## config.mk

```make
export PLATFORM = sky130hd
export DESIGN_NAME = index_decoder
export DESIGN_NICKNAME = d
export VERILOG_FILES = /design/src/rtl/index_decoder_pkg.sv /design/src/rtl/index_decoder_onehot_decode.sv /design/src/rtl/index_decoder.sv
export SDC_FILE = /design/constraint.sdc
export NUM_CORES = 1
export LEC_CHECK = 0
export BUFFER_PORTS_ARGS = -buffer_cell sky130_fd_sc_hd__buf_2
export CAP_MARGIN = 0
export CORE_MARGIN = 5
export CORE_UTILIZATION = 33
export CTS_BUF_LIST = sky130_fd_sc_hd__clkbuf_2
export DETAILED_ROUTE_END_ITERATION = 10
export HOLD_SLACK_MARGIN = 0.1
export PLACE_DENSITY = 0.55
export SYNTH_ARGS = -nofsm -noshare
export SYNTH_HDL_FRONTEND = slang
export SYNTH_SLANG_ARGS = --single-unit
```

## constraint.sdc

```tcl
create_clock -name clk -period 5.85 [get_ports clk]
set_clock_uncertainty 0.05 [all_clocks]
set_input_delay 1.17 -clock clk [delete_from_list [all_inputs] [get_ports clk]]
set_output_delay 1.17 -clock clk [all_outputs]
set_load 0.02 [all_outputs]
```

## src/rtl/index_decoder_pkg.sv

```systemverilog
// Shared definitions for index_decoder and the downstream priority encoder:
// index/bitmap widths, command encodings, FSM state type and a chunk popcount.
package index_decoder_pkg;

  localparam int IDX_W  = 8;
  localparam int N      = 2 ** IDX_W;
  localparam int CHUNK  = 32;
  localparam int NCHUNK = N / CHUNK;
  localparam int PTR_W  = (NCHUNK > 1) ? $clog2(NCHUNK) : 1;
  localparam int PC_W   = $clog2(CHUNK) + 1;

  localparam logic [1:0] OP_SET       = 2'b00;
  localparam logic [1:0] OP_CLEAR     = 2'b01;
  localparam logic [1:0] OP_TOGGLE    = 2'b10;
  localparam logic [1:0] OP_CLEAR_ALL = 2'b11;

  typedef enum logic [0:0] {
    ST_IDLE  = 1'b0,
    ST_SWEEP = 1'b1
  } state_t;

  // Small popcount for a single sweep chunk; avoids a full-width adder tree.
  function automatic logic [PC_W-1:0] popcount_chunk(input logic [CHUNK-1:0] v);
    logic [PC_W-1:0] c;
    c = '0;
    for (int i = 0; i < CHUNK; i++) c = c + PC_W'(v[i]);
    return c;
  endfunction

endpackage

```

## src/rtl/index_decoder_onehot_decode.sv

```systemverilog
// Combinational index-to-one-hot decoder, shared by the bitmap write mask
// and the registered onehot output of index_decoder.
module onehot_decode
  import index_decoder_pkg::*;
#(
  parameter int IW = IDX_W,
  parameter int NW = N
) (
  input  logic [IW-1:0] i_idx,
  output logic [NW-1:0] o_onehot
);

  assign o_onehot = {{(NW-1){1'b0}}, 1'b1} << i_idx;

endmodule

```

## src/rtl/index_decoder.sv

```systemverilog
// Index decoder: per-command set/clear/toggle of a 256-bit bitmap plus a
// registered one-hot decode; CLEAR_ALL sweeps the bitmap one chunk per cycle.
// Optional population counter enabled by defining INDEX_DECODER_COUNT_EN.
module index_decoder
  import index_decoder_pkg::*;
(
  input  logic             clk,
  input  logic             rst,
  // Handshake: a command transfers on a rising edge where in_valid && in_ready;
  // upstream holds in_idx/in_op stable while in_valid is high and in_ready low.
  input  logic             in_valid,
  output logic             in_ready,
  input  logic [IDX_W-1:0] in_idx,
  input  logic [1:0]       in_op,
  output logic [N-1:0]     onehot,
  output logic             onehot_valid,
  output logic [N-1:0]     out_vec,
  output logic             out_any,
`ifdef INDEX_DECODER_COUNT_EN
  output logic [IDX_W:0]   count,
`endif
  output state_t           dbg_state
);

  state_t           r_state;
  logic [PTR_W-1:0] r_ptr;
  logic [N-1:0]     r_vec;
  logic [N-1:0]     r_onehot;
  logic             r_onehot_valid;
  logic             r_any;

  logic [N-1:0]     w_mask;
  logic [N-1:0]     w_vec_next;
  logic             w_accept;
  logic             w_bit_op;

  onehot_decode #(.IW(IDX_W), .NW(N)) u_decode (
    .i_idx    (in_idx),
    .o_onehot (w_mask)
  );

  assign w_accept = in_valid && (r_state == ST_IDLE);
  assign w_bit_op = w_accept && (in_op != OP_CLEAR_ALL);

  always_comb begin
    w_vec_next = r_vec;
    if (w_bit_op) begin
      case (in_op)
        OP_SET:    w_vec_next = r_vec | w_mask;
        OP_CLEAR:  w_vec_next = r_vec & ~w_mask;
        OP_TOGGLE: w_vec_next = r_vec ^ w_mask;
        default:   w_vec_next = r_vec;
      endcase
    end else if (r_state == ST_SWEEP) begin
      w_vec_next[r_ptr*CHUNK +: CHUNK] = '0;
    end
  end

  always_ff @(posedge clk) begin
    if (rst) begin
      r_state        <= ST_IDLE;
      r_ptr          <= '0;
      r_vec          <= '0;
      r_onehot       <= '0;
      r_onehot_valid <= 1'b0;
      r_any          <= 1'b0;
    end else begin
      r_vec          <= w_vec_next;
      r_any          <= |w_vec_next;
      r_onehot_valid <= w_bit_op;
      if (w_bit_op) begin
        r_onehot <= w_mask;
      end else if (w_accept) begin
        r_onehot <= '0;
      end
      case (r_state)
        ST_IDLE: begin
          if (w_accept && in_op == OP_CLEAR_ALL) begin
            r_state <= ST_SWEEP;
            r_ptr   <= '0;
          end
        end
        ST_SWEEP: begin
          r_ptr <= r_ptr + 1'b1;
          if (r_ptr == PTR_W'(NCHUNK - 1)) r_state <= ST_IDLE;
        end
        default: r_state <= ST_IDLE;
      endcase
    end
  end

`ifdef INDEX_DECODER_COUNT_EN
  logic [IDX_W:0]   r_count;
  logic [IDX_W:0]   w_count_next;
  logic [CHUNK-1:0] w_chunk;
  logic             w_prior;

  assign w_chunk = r_vec[r_ptr*CHUNK +: CHUNK];
  assign w_prior = |(r_vec & w_mask);

  // TOGGLE resolves to +1 or -1 from the bit's value before this edge.
  always_comb begin
    w_count_next = r_count;
    if (w_bit_op) begin
      if ((in_op == OP_SET || in_op == OP_TOGGLE) && !w_prior)
        w_count_next = r_count + 1'b1;
      else if ((in_op == OP_CLEAR || in_op == OP_TOGGLE) && w_prior)
        w_count_next = r_count - 1'b1;
    end else if (r_state == ST_SWEEP) begin
      w_count_next = r_count - (IDX_W+1)'(popcount_chunk(w_chunk));
    end
  end

  always_ff @(posedge clk) begin
    if (rst) r_count <= '0;
    else     r_count <= w_count_next;
  end

  assign count = r_count;
`endif

  assign in_ready     = (r_state == ST_IDLE);
  assign onehot       = r_onehot;
  assign onehot_valid = r_onehot_valid;
  assign out_vec      = r_vec;
  assign out_any      = r_any;
  assign dbg_state    = r_state;

endmodule

```

==> Word-level counts from Yosys, hierarchy flattened <==
Cells that the tools add are included.
{ "totals": {"wordCells": 39, "reg_bits": 518, "out_inout_bits": 516, "in_bits": 13} }
{ "op_classes": {"reduce_logical": 6, "n_bitwise": 5, "n_eq_ne": 6, "n_shift": 3, "add_sub_neg": 2, "mux": 11} }
{ "ops": {"columns": ["cell", "count"], "rows": [
  ["256-bit 2-to-1 mux", 4],
  ["256-bit case mux with 3 select lines", 1],
  ["256-bit AND", 1],
  ["256-bit bitwise mux", 1],
  ["256-bit inverter", 1],
  ["256-bit bitwise OR", 1],
  ["256-bit OR reduction", 1],
  ["32-bit by 34-bit variable shift with 256-bit output, first input constant", 1],
  ["32-bit by 34-bit variable part select with 256-bit output, first input constant", 1],
  ["1-bit by 8-bit << shifter with 256-bit output, first input constant", 1],
  ["256-bit bitwise XOR", 1],
  ["8-bit negation with 34-bit output", 1],
  ["3-bit case mux with 2 select lines", 1],
  ["2-bit equality test, second input constant", 2],
  ["3-bit by 1-bit adder with 3-bit output, second input constant", 1],
  ["3-bit equality test, second input constant", 1],
  ["1-bit logical AND", 3],
  ["3-bit 2-to-1 mux", 1],
  ["2-bit by 1-bit equality test with 1-bit output, second input constant", 1],
  ["2-bit zero test", 1],
  ["1-bit 2-to-1 mux", 2],
  ["2-bit by 1-bit inequality test with 1-bit output, second input constant", 1],
  ["2-bit inequality test, second input constant", 1],
  ["1-bit case mux with 2 select lines", 1],
  ["other kinds (2)", 2]
]} }

==> Depth between registers and ports, before layout <==
Gate-level depths: netlist of the first run.
{ "logic_depth": {"ltp_word": 6, "depth_mapped": 14, "ltp_nobuf": 12} }

==> Modules after synthesis <==
Synthesis of the first run repeated with hierarchy kept, for this count alone.
{ "unflattened": {"hier_cells": 4228, "area_unflattened_um2": 34015.1} }
{ "modules_own_cells": {"columns": ["mod", "area_each_um2", "cells_per_inst", "n_inst", "seq_area_each_um2"], "rows": [
  ["index_decoder", 31717.9, 3816, 1, 10369.9],
  ["onehot_decode", 2297.2, 412, 1, 0.0]
]} }

==> Worst setup path after synthesis of the first run <==
No wires, ideal clock.
{ "synth_timing": {"kind": "input to register", "start": "input in_idx[0]", "end": "register r_any, in the netlist out_any", "path_slack_ns": 1.214, "t_arrival_ns": 4.446, "required_time_ns": 5.660, "setup_time_ns": 0.140, "n_path_buf": 2, "stages": 13, "cell_sequence": "clkbuf_1 > nand2b_1 > nor3_1 > clkbuf_1 > nand2_1 > ha_1 > or4_1 > o31ai_1 > nand3_1 > nor4_1 > or4b_1 > nor4_1 > a41oi_1"} }
{ "synth_via": {"elab_chain_cells": 6, "word_cells_on_any_way": 8, "cone_classes": "shift: 1; mux: 2; bitwise: 4; reduce/logical: 1"} }
{ "synth_lines": {"columns": ["element", "line_no", "rtl"], "rows": [
  ["start, declared", "index_decoder.sv:13", "input logic [IDX_W-1:0] in_idx,"],
  ["1-bit by 8-bit << shifter with 256-bit output (*)", "index_decoder_onehot_decode.sv:13", "assign o_onehot = {{(NW-1){1'b0}}, 1'b1} << i_idx;"],
  ["256-bit inverter", "index_decoder.sv:50", "OP_CLEAR: w_vec_next = r_vec & ~w_mask;"],
  ["256-bit AND", "index_decoder.sv:50", null],
  ["256-bit case mux with 3 select lines (*)", "index_decoder.sv:48", "case (in_op)"],
  ["256-bit 2-to-1 mux (*)", "index_decoder.sv:47", "if (w_bit_op) begin"],
  ["256-bit OR reduction (*)", "index_decoder.sv:69", "r_any <= |w_vec_next;"],
  ["end signal, assigned", "index_decoder.sv:69", null],
  ["end, declared", "index_decoder.sv:30", "logic r_any;"]
]} }
Every way passes the cells marked *; elsewhere a longest branch is shown, timed or not.
A chain may end at the register's enable or synchronous reset.

==> Final worst setup path of the first run <==
{ "layout_timing": {"start": "register r_ptr[0]", "end": "register r_any, in the netlist out_any"} }
{ "layout_via": {"elab_chain_cells": 6, "word_cells_on_any_way": 7, "cone_classes": "add/sub: 1; shift: 2; mux: 3; reduce/logical: 1"} }
{ "layout_lines": {"columns": ["element", "line_no", "rtl"], "rows": [
  ["start, declared", "index_decoder.sv:26", "logic [PTR_W-1:0] r_ptr;"],
  ["start signal, assigned", "index_decoder.sv:84", "r_ptr <= r_ptr + 1'b1;"],
  ["8-bit negation with 34-bit output (*)", "index_decoder.sv:55", "w_vec_next[r_ptr*CHUNK +: CHUNK] = '0;"],
  ["32-bit by 34-bit variable part select with 256-bit output or 32-bit by 34-bit variable shift with 256-bit output (tied branches)", "index_decoder.sv:55", null],
  ["256-bit bitwise mux (*)", "index_decoder.sv:55", null],
  ["256-bit 2-to-1 mux (*)", "index_decoder.sv:54", "end else if (r_state == ST_SWEEP) begin"],
  ["256-bit 2-to-1 mux (*)", "index_decoder.sv:47", null],
  ["256-bit OR reduction (*)", "index_decoder.sv:69", null]
]} }
Marked as above.

==> impl_metrics.csv, run 1 <==
group,metric,value,unit
clock_network,cts_resized,0,
timing,rsz0062_at_grt,"false",
power_and_ir_drop,p_sw,0.00258,W
die,die_area,0.105,sq mm
setup_path,path_class,"flip-flop to flip-flop",
logic_synthesis,synthCells,4026,
power_and_ir_drop,intPower,0.00500,W
clock_network,clk_pin_slew_worst_paths,0.11,ns
timing,min_period,4.33,ns
timing,drv_slew,0,
timing,finalSetupViolations,0,
timing,slew_headroom,25.3,%
power_and_ir_drop,power.share.clock,38.0,%
setup_path,slowest_delay,0.53,ns
routing,wire_per_inst,24.1,um
power_and_ir_drop,ir_worst_vdd,0.000164,V
logic_synthesis,ys_seq_area_share,31.7,%
logic_synthesis,ys_ff_latch,518,
logic_synthesis,synthesis.nets,4558,
min_path,hold_path_class,"input pin to flip-flop",
die,die_h,325,um
power_and_ir_drop,p_per_area,198,mW/mm^2
global_route,grt_pass1_wl,208000,um
placement,dp_hpwl,100000,um
setup_path,path_delay_family,"simple AND/OR/NAND/NOR gates",
power_and_ir_drop,power_switching_share,34.0,%
timing,worst_slew_pin_slew,1.12,ns
die,rows,115,
setup_path,start_kind,"flip-flop",
routing,vias,32144,
clock_network,root_buffer,"clkbuf_2",
logic_synthesis,synthFlopType,"dfxtp_1",
cells_and_area,final_cell_mix,"nand2_1, buf_2, ha_1, dfxtp_1, nor2_1",
status,status,"complete, no violations",
clock_network,cts_num_sinks,518,
global_route,track_usage,25.8,%
routing,routed_wl,143000,um
placement,port_buffers,528,
routing,firstDrtPassIters,7,
logic_synthesis,synth_area_per_cell,8.12,sq um
clock_network,clk_latency,1.47,ns
cells_and_area,nets,5048,
clock_network,cts_buffer_depth,3,
timing,final_hold_viol_count,0,
routing,viasPerCell,5.43,
cells_and_area,mostFrequentLayoutCell,"nand2_1",
clock_network,cts_setup_buffers,0,
placement,gp_congestion,0.903,
routing,drcViolationCount,0,
die,core,0.0983,sq mm
cells_and_area,drive_above_1_share,20.7,%
cells_and_area,area_growth,17.4,%
clock_network,cts_buffers,154,
logic_synthesis,yosys-top-cells-area,"dfxtp_1, ha_1, a22o_1",
setup_path,crit_fanout,19,
setup_path,arrival,5.56,ns
placement,place_area,0.0369,sq mm
global_route,grt_max_degree,137,
clock_network,cts_tree,"done",
die,start_util,33.3,%
clock_network,hold_buffers,3,
cells_and_area,design_area,0.0384,sq mm
setup_path,crit_buf_inv,3,
logic_synthesis,synth_edf_count,0,
logic_synthesis,synth_cell_type_count,64,
job,cap_viol_max_count,0,
timing,timing.fmax,231,MHz
global_route,grt_pass1_vias,30325,
setup_path,cp-end-kind,"flip-flop",
routing,ant_nets,0,
setup_path,cp.required,7.08,ns
setup_path,crit_chain,"inv_1, ha_1, ha_1, o311a_1, nand2_1, buf_4, and3_1, a21oi_1, nand2_1, a2111o_1, nor4_1, buf_4, a41oi_1",
power_and_ir_drop,comb_power_share,14.3,%
timing,finalCritPeriodShare,74.1,%
logic_synthesis,yosysWarnings,0,
power_and_ir_drop,seqPwrFrac,47.7,%
routing,drt_iter0_drc,2975,
logic_synthesis,netlist_area,0.0327,sq mm
die,io-pin-count,529,
logic_synthesis,synth.largest_area_cell,"dfxtp_1",
clock_network,htreeDepth,4,
global_route,grt_overflow_total,0,
global_route,grt_antenna_before_repair,7,
power_and_ir_drop,power.leakage,16.6,nW
logic_synthesis,synth_top_area_share,31.7,%
setup_path,cp_slowest_cell,"nand2_1",
timing,setup_tns,0,ns
die,die_w,325,um
logic_synthesis,synthArstFlopShare,0,%
==> metal layers <==
metal  wire length (um)  up-vias  share of wire, %  GRT usage, %
met1              59900    15452                42          32.6
met2              65400     1335                46          42.3
met3              12800      250               9.0          7.46
met5                 31        -             0.022             0
met4               4510        6               3.2          8.77
li1                   -    15101                 -             -
==> final timing paths <==
| check | start | endpoint | slack (ns) | cells after the start |
|---|---|---|---|---|
| hold reg to reg | onehot[136] | onehot[136] | 0.41 | 2 |
| setup reg to reg | r_ptr[0] | out_any | 1.52 | 13 |
| hold / removal | in_idx[5] | onehot[236] | 0.37 | 3 |
| setup / recovery | r_ptr[0] | out_any | 1.52 | 13 |
==> through the flow <==
step	cells	hold slack, ns	power (W)	setup WS [ns]	utilization, %
floorplan	4026	0.487	0.00433	1.21	-
global placement	5644	0.382	0.00476	0.552	37.6
detailed placement	5644	0.387	0.00477	0.363	37.6
CTS	5904	0.179	0.00767	1.58	39.0
global route	5911	0.245	0.00795	1.32	39.0
finish	5915	0.369	0.00758	1.52	39.0
==> state kept, by name, indices dropped and copies added (netlist names) <==
register      count
out_any           1
onehot          256
r_ptr             3
out_vec         256
dbg_state         1
onehot_valid      1
==> area by class of cell <==
class | instances | area [sq um]
Timing Repair Buffer | 668 | 3870
Inverter | 273 | 1030
Clock inverter | 41 | 280
Sequential cell | 518 | 10400
Tap cell | 1287 | 1610
Antenna cell | 11 | 27.5
Multi-Input combinational cell | 2901 | 20100
Clock buffer | 216 | 1080
Fill cell | 10245 | 59900
==> tightest hold or removal path: cells and delay by family <==
family / cells / cell delay (ns)
compound gates: 1 / 0.14
simple gates: 1 / 0.37
buf+inv: 1 / 0.16
==> cell families (layout without fill, tap and decap cells) <==
kind of cell               after synthesis  in the layout  synth area share, %
and+or+nand+nor                       1330           1330                 18.2
DFF                                    518            518                 31.7
muxes                                    4              4                0.123
adders and majority gates              519            519                 19.9
other                                    0             11                    0
AOI/OAI and AO/OA                     1048           1048                 22.5
buffers and inverters                  607           1198                 7.57
==> synth_stat cells (4+ instances only) <==
library cell and count:
nor4_1 47, a22o_1 243, inv_1 271, dfxtp_1 518
a22oi_1 137, a222oi_1 8, nor2_1 404, a32oi_1 38
o211ai_1 10, nor2b_1 35, and3_1 23, a2bb2oi_1 26
o41ai_1 12, o21ai_0 185, nand2b_1 149, buf_2 97
nand2_1 534, nor3_1 23, a31oi_1 71, clkbuf_1 192
buf_1 33, or3_1 4, a32o_1 27, and2_1 12
ha_1 519, nand4_1 35, a211oi_1 16, a41oi_1 8
o31ai_1 17, o21ai_1 11, a221oi_1 7, and3b_1 4
mux2i_1 4, a21oi_1 208, nor4b_1 5, buf_6 8
nand3_1 39
==> power by group through the flow <==
stage	clock network, W	logic (W)	registers, W
6_report	0.00288	0.00108	0.00362
5_1_grt	0.00317	0.00116	0.00363
4_1_cts	0.00298	0.00107	0.00362
3_5_place_dp	0	0.00107	0.00370
3_3_place_gp	0	0.00106	0.00370
2_1_floorplan	0	0.000609	0.00373
No activity file was read; power rests on OpenSTA's default activity.
==> run 2: changes to the inputs <==
==> constraint.sdc (replaced) <==
create_clock -name clk -period 4.4 [get_ports clk]
set_clock_uncertainty 0.05 [all_clocks]
set_input_delay 0.88 -clock clk [delete_from_list [all_inputs] [get_ports clk]]
set_output_delay 0.88 -clock clk [all_outputs]
set_load 0.02 [all_outputs]
==> run 2 against run 1 <==
  * Hold slack gained 0.031 ns
  * Sequential share of layout area shrank 0.73 points
  * Global-route usage is essentially flat
==> impl_metrics.csv, run 2 (synthesized netlist as in run 1, its figures left out) <==
group,metric,value,unit
status,status,"complete, no violations",
placement,pre_cts_slack,-0.779,ns
setup_path,crit_fanout,5,
job,cap_viol_max_count,0,
cells_and_area,mostFrequentLayoutCell,"nand2_1",
timing,min_period,4.13,ns
routing,drt_iter0_drc,2499,
cells_and_area,finalNonFillerCells,6006,
cells_and_area,nets,5152,
placement,gp_congestion,0.906,
placement,place_area,0.0380,sq mm
timing,finalCritPeriodShare,93.8,%
timing,final_hold_viol_count,0,
timing,setup_tns,0,ns
global_route,grt_pass1_wl,209000,um
min_path,hp-start,"onehot[172]",
timing,timing.fmax,242,MHz
routing,firstDrtPassIters,7,
clock_network,cts_num_sinks,518,
setup_path,slowest_delay,0.58,ns
routing,drcViolationCount,0,
die,start_util,33.3,%
min_path,hold_path_class,"flip-flop to flip-flop",
setup_path,setup.worst_path.start,"in_idx[7]",
timing,worst_slew_pin_slew,1.05,ns
cells_and_area,fin_util,40.1,%
timing,rsz0062_at_grt,"false",
clock_network,cts_tree,"done",
global_route,grt_antenna_before_repair,3,
setup_path,cp.required,5.66,ns
routing,vias,32554,
setup_path,cp-end-kind,"flip-flop",
cells_and_area,drive_above_1_share,22.1,%
timing,slew_headroom,30.3,%
timing,finalSetupViolations,0,
placement,place_inst,5736,
setup_path,crit_chain,"dlygate4sd3_1, buf_2, nand2b_1, nor3_2, buf_4, nand2_1, ha_1, or4_1, o31ai_1, nand3_1, nor4_1, or4b_1, nor4_2, buf_4, a41oi_1",
power_and_ir_drop,power.leakage,17.2,nW
clock_network,htreeDepth,4,
routing,routed_wl,143000,um
setup_path,r2r-start,"r_ptr[0]",
global_route,grt_pass1_vias,30684,
setup_path,arrival,5.39,ns
die,die_area,0.105,sq mm
placement,port_buffers,528,
die,core,0.0983,sq mm
clock_network,clk_latency,1.51,ns
power_and_ir_drop,ir_worst_vdd,0.000230,V
placement,dp_hpwl,102000,um
clock_network,root_buffer,"clkbuf_2",
clock_network,cts_setup_buffers,0,
routing,ant_nets,0,
clock_network,clk_pin_slew_worst_paths,0.09,ns
clock_network,cts_buffers,153,
global_route,track_usage,25.8,%
die,die_w,325,um
setup_path,cp_slowest_cell,"dlygate4sd3_1",
global_route,grt_overflow_total,0,
setup_path,path_class,"input pin to flip-flop",
die,rows,115,
cells_and_area,design_area,0.0394,sq mm
cells_and_area,final_cell_mix,"nand2_1, buf_2, ha_1, dfxtp_1, nor2_1",
setup_path,start_kind,"input pin",
power_and_ir_drop,p_per_area,254,mW/mm^2
timing,drv_slew,0,
setup_path,cp_common_cell,"buf_4",
cells_and_area,area_growth,20.7,%
routing,wire_per_inst,23.8,um
die,io-pin-count,529,
routing,viasPerCell,5.42,
global_route,grt_max_degree,124,
die,die_h,325,um
timing,finalWorstSetupSlack,0.271,ns
clock_network,cts_buffer_depth,3,
## run 2: cell types whose count changed in the layout (fill, tap and decap cells not counted)
cell	change
clkinv_2	-3
clkinv_4	+3
buf_12	+28
nor4_2	+1
clkinv_1	-3
dlygate4sd3_1	+13
inv_6	-1
buf_4	+64
clkinvlp_4	-1
nor4_1	-1
inv_2	+1
diode_2	-2
bufinv_16	-2
clkbuf_2	-6
## run 2: through the flow
stage / total power, W / hold slack [ns]
floorplan: 0.00576 / 0.487
global placement: 0.00641 / 0.380
detailed placement: 0.00642 / 0.388
CTS: 0.0101 / 0.245
global route: 0.0105 / 0.285
finish: 0.0100 / 0.401
## run 2: final timing paths
check	depth (start not counted)	slack, ns	endpoint
setup / recovery	15	0.27	out_any
hold / removal	2	0.40	onehot[172]
setup reg to reg	12	0.34	out_any
hold reg to reg	2	0.40	onehot[172]
## run 2: final cells by class
type                       instances  area (sq um)
timing repair buffer             773          5040
antenna                            9          22.5
tap                             1287          1610
sequential                       518         10400
clock buffer                     210          1050
inverter                         273          1030
fill                           10214         58800
multi-input combinational       2901         20100
clock inverter                    35           208
## run 2: power breakdown
group	internal, W	leakage (nW)	switching, W
sequential	0.00473	4.18	0.0000803
combinational	0.000486	12.0	0.00104
clock	0.00135	0.963	0.00231
## run 2: worst max-delay path: cells and delay by family
kind	cells	cell delay, ns
fa+ha+maj	1	0.32
buf+inv	4	1.16
compound gates	2	0.32
simple gates	8	2.72
## run 2: per-layer routing
metal | GRT usage (%) | part of all wire [%] | vias up
met5 | 0 | 0 | -
met4 | 9.28 | 3.4 | 0
met3 | 8.04 | 9.3 | 259
met2 | 42.2 | 46 | 1351
met1 | 32.1 | 42 | 15653
li1 | - | - | 15291
## run 2: what timing repair did
| item | CTS | global route |
|---|---|---|
| endpoints found under the hold margin | 217 | 0 |
| resized for setup | 0 | 1 |
| hold buffers | 16 | 0 |
| setup endpoints to repair | 0 | 1 |
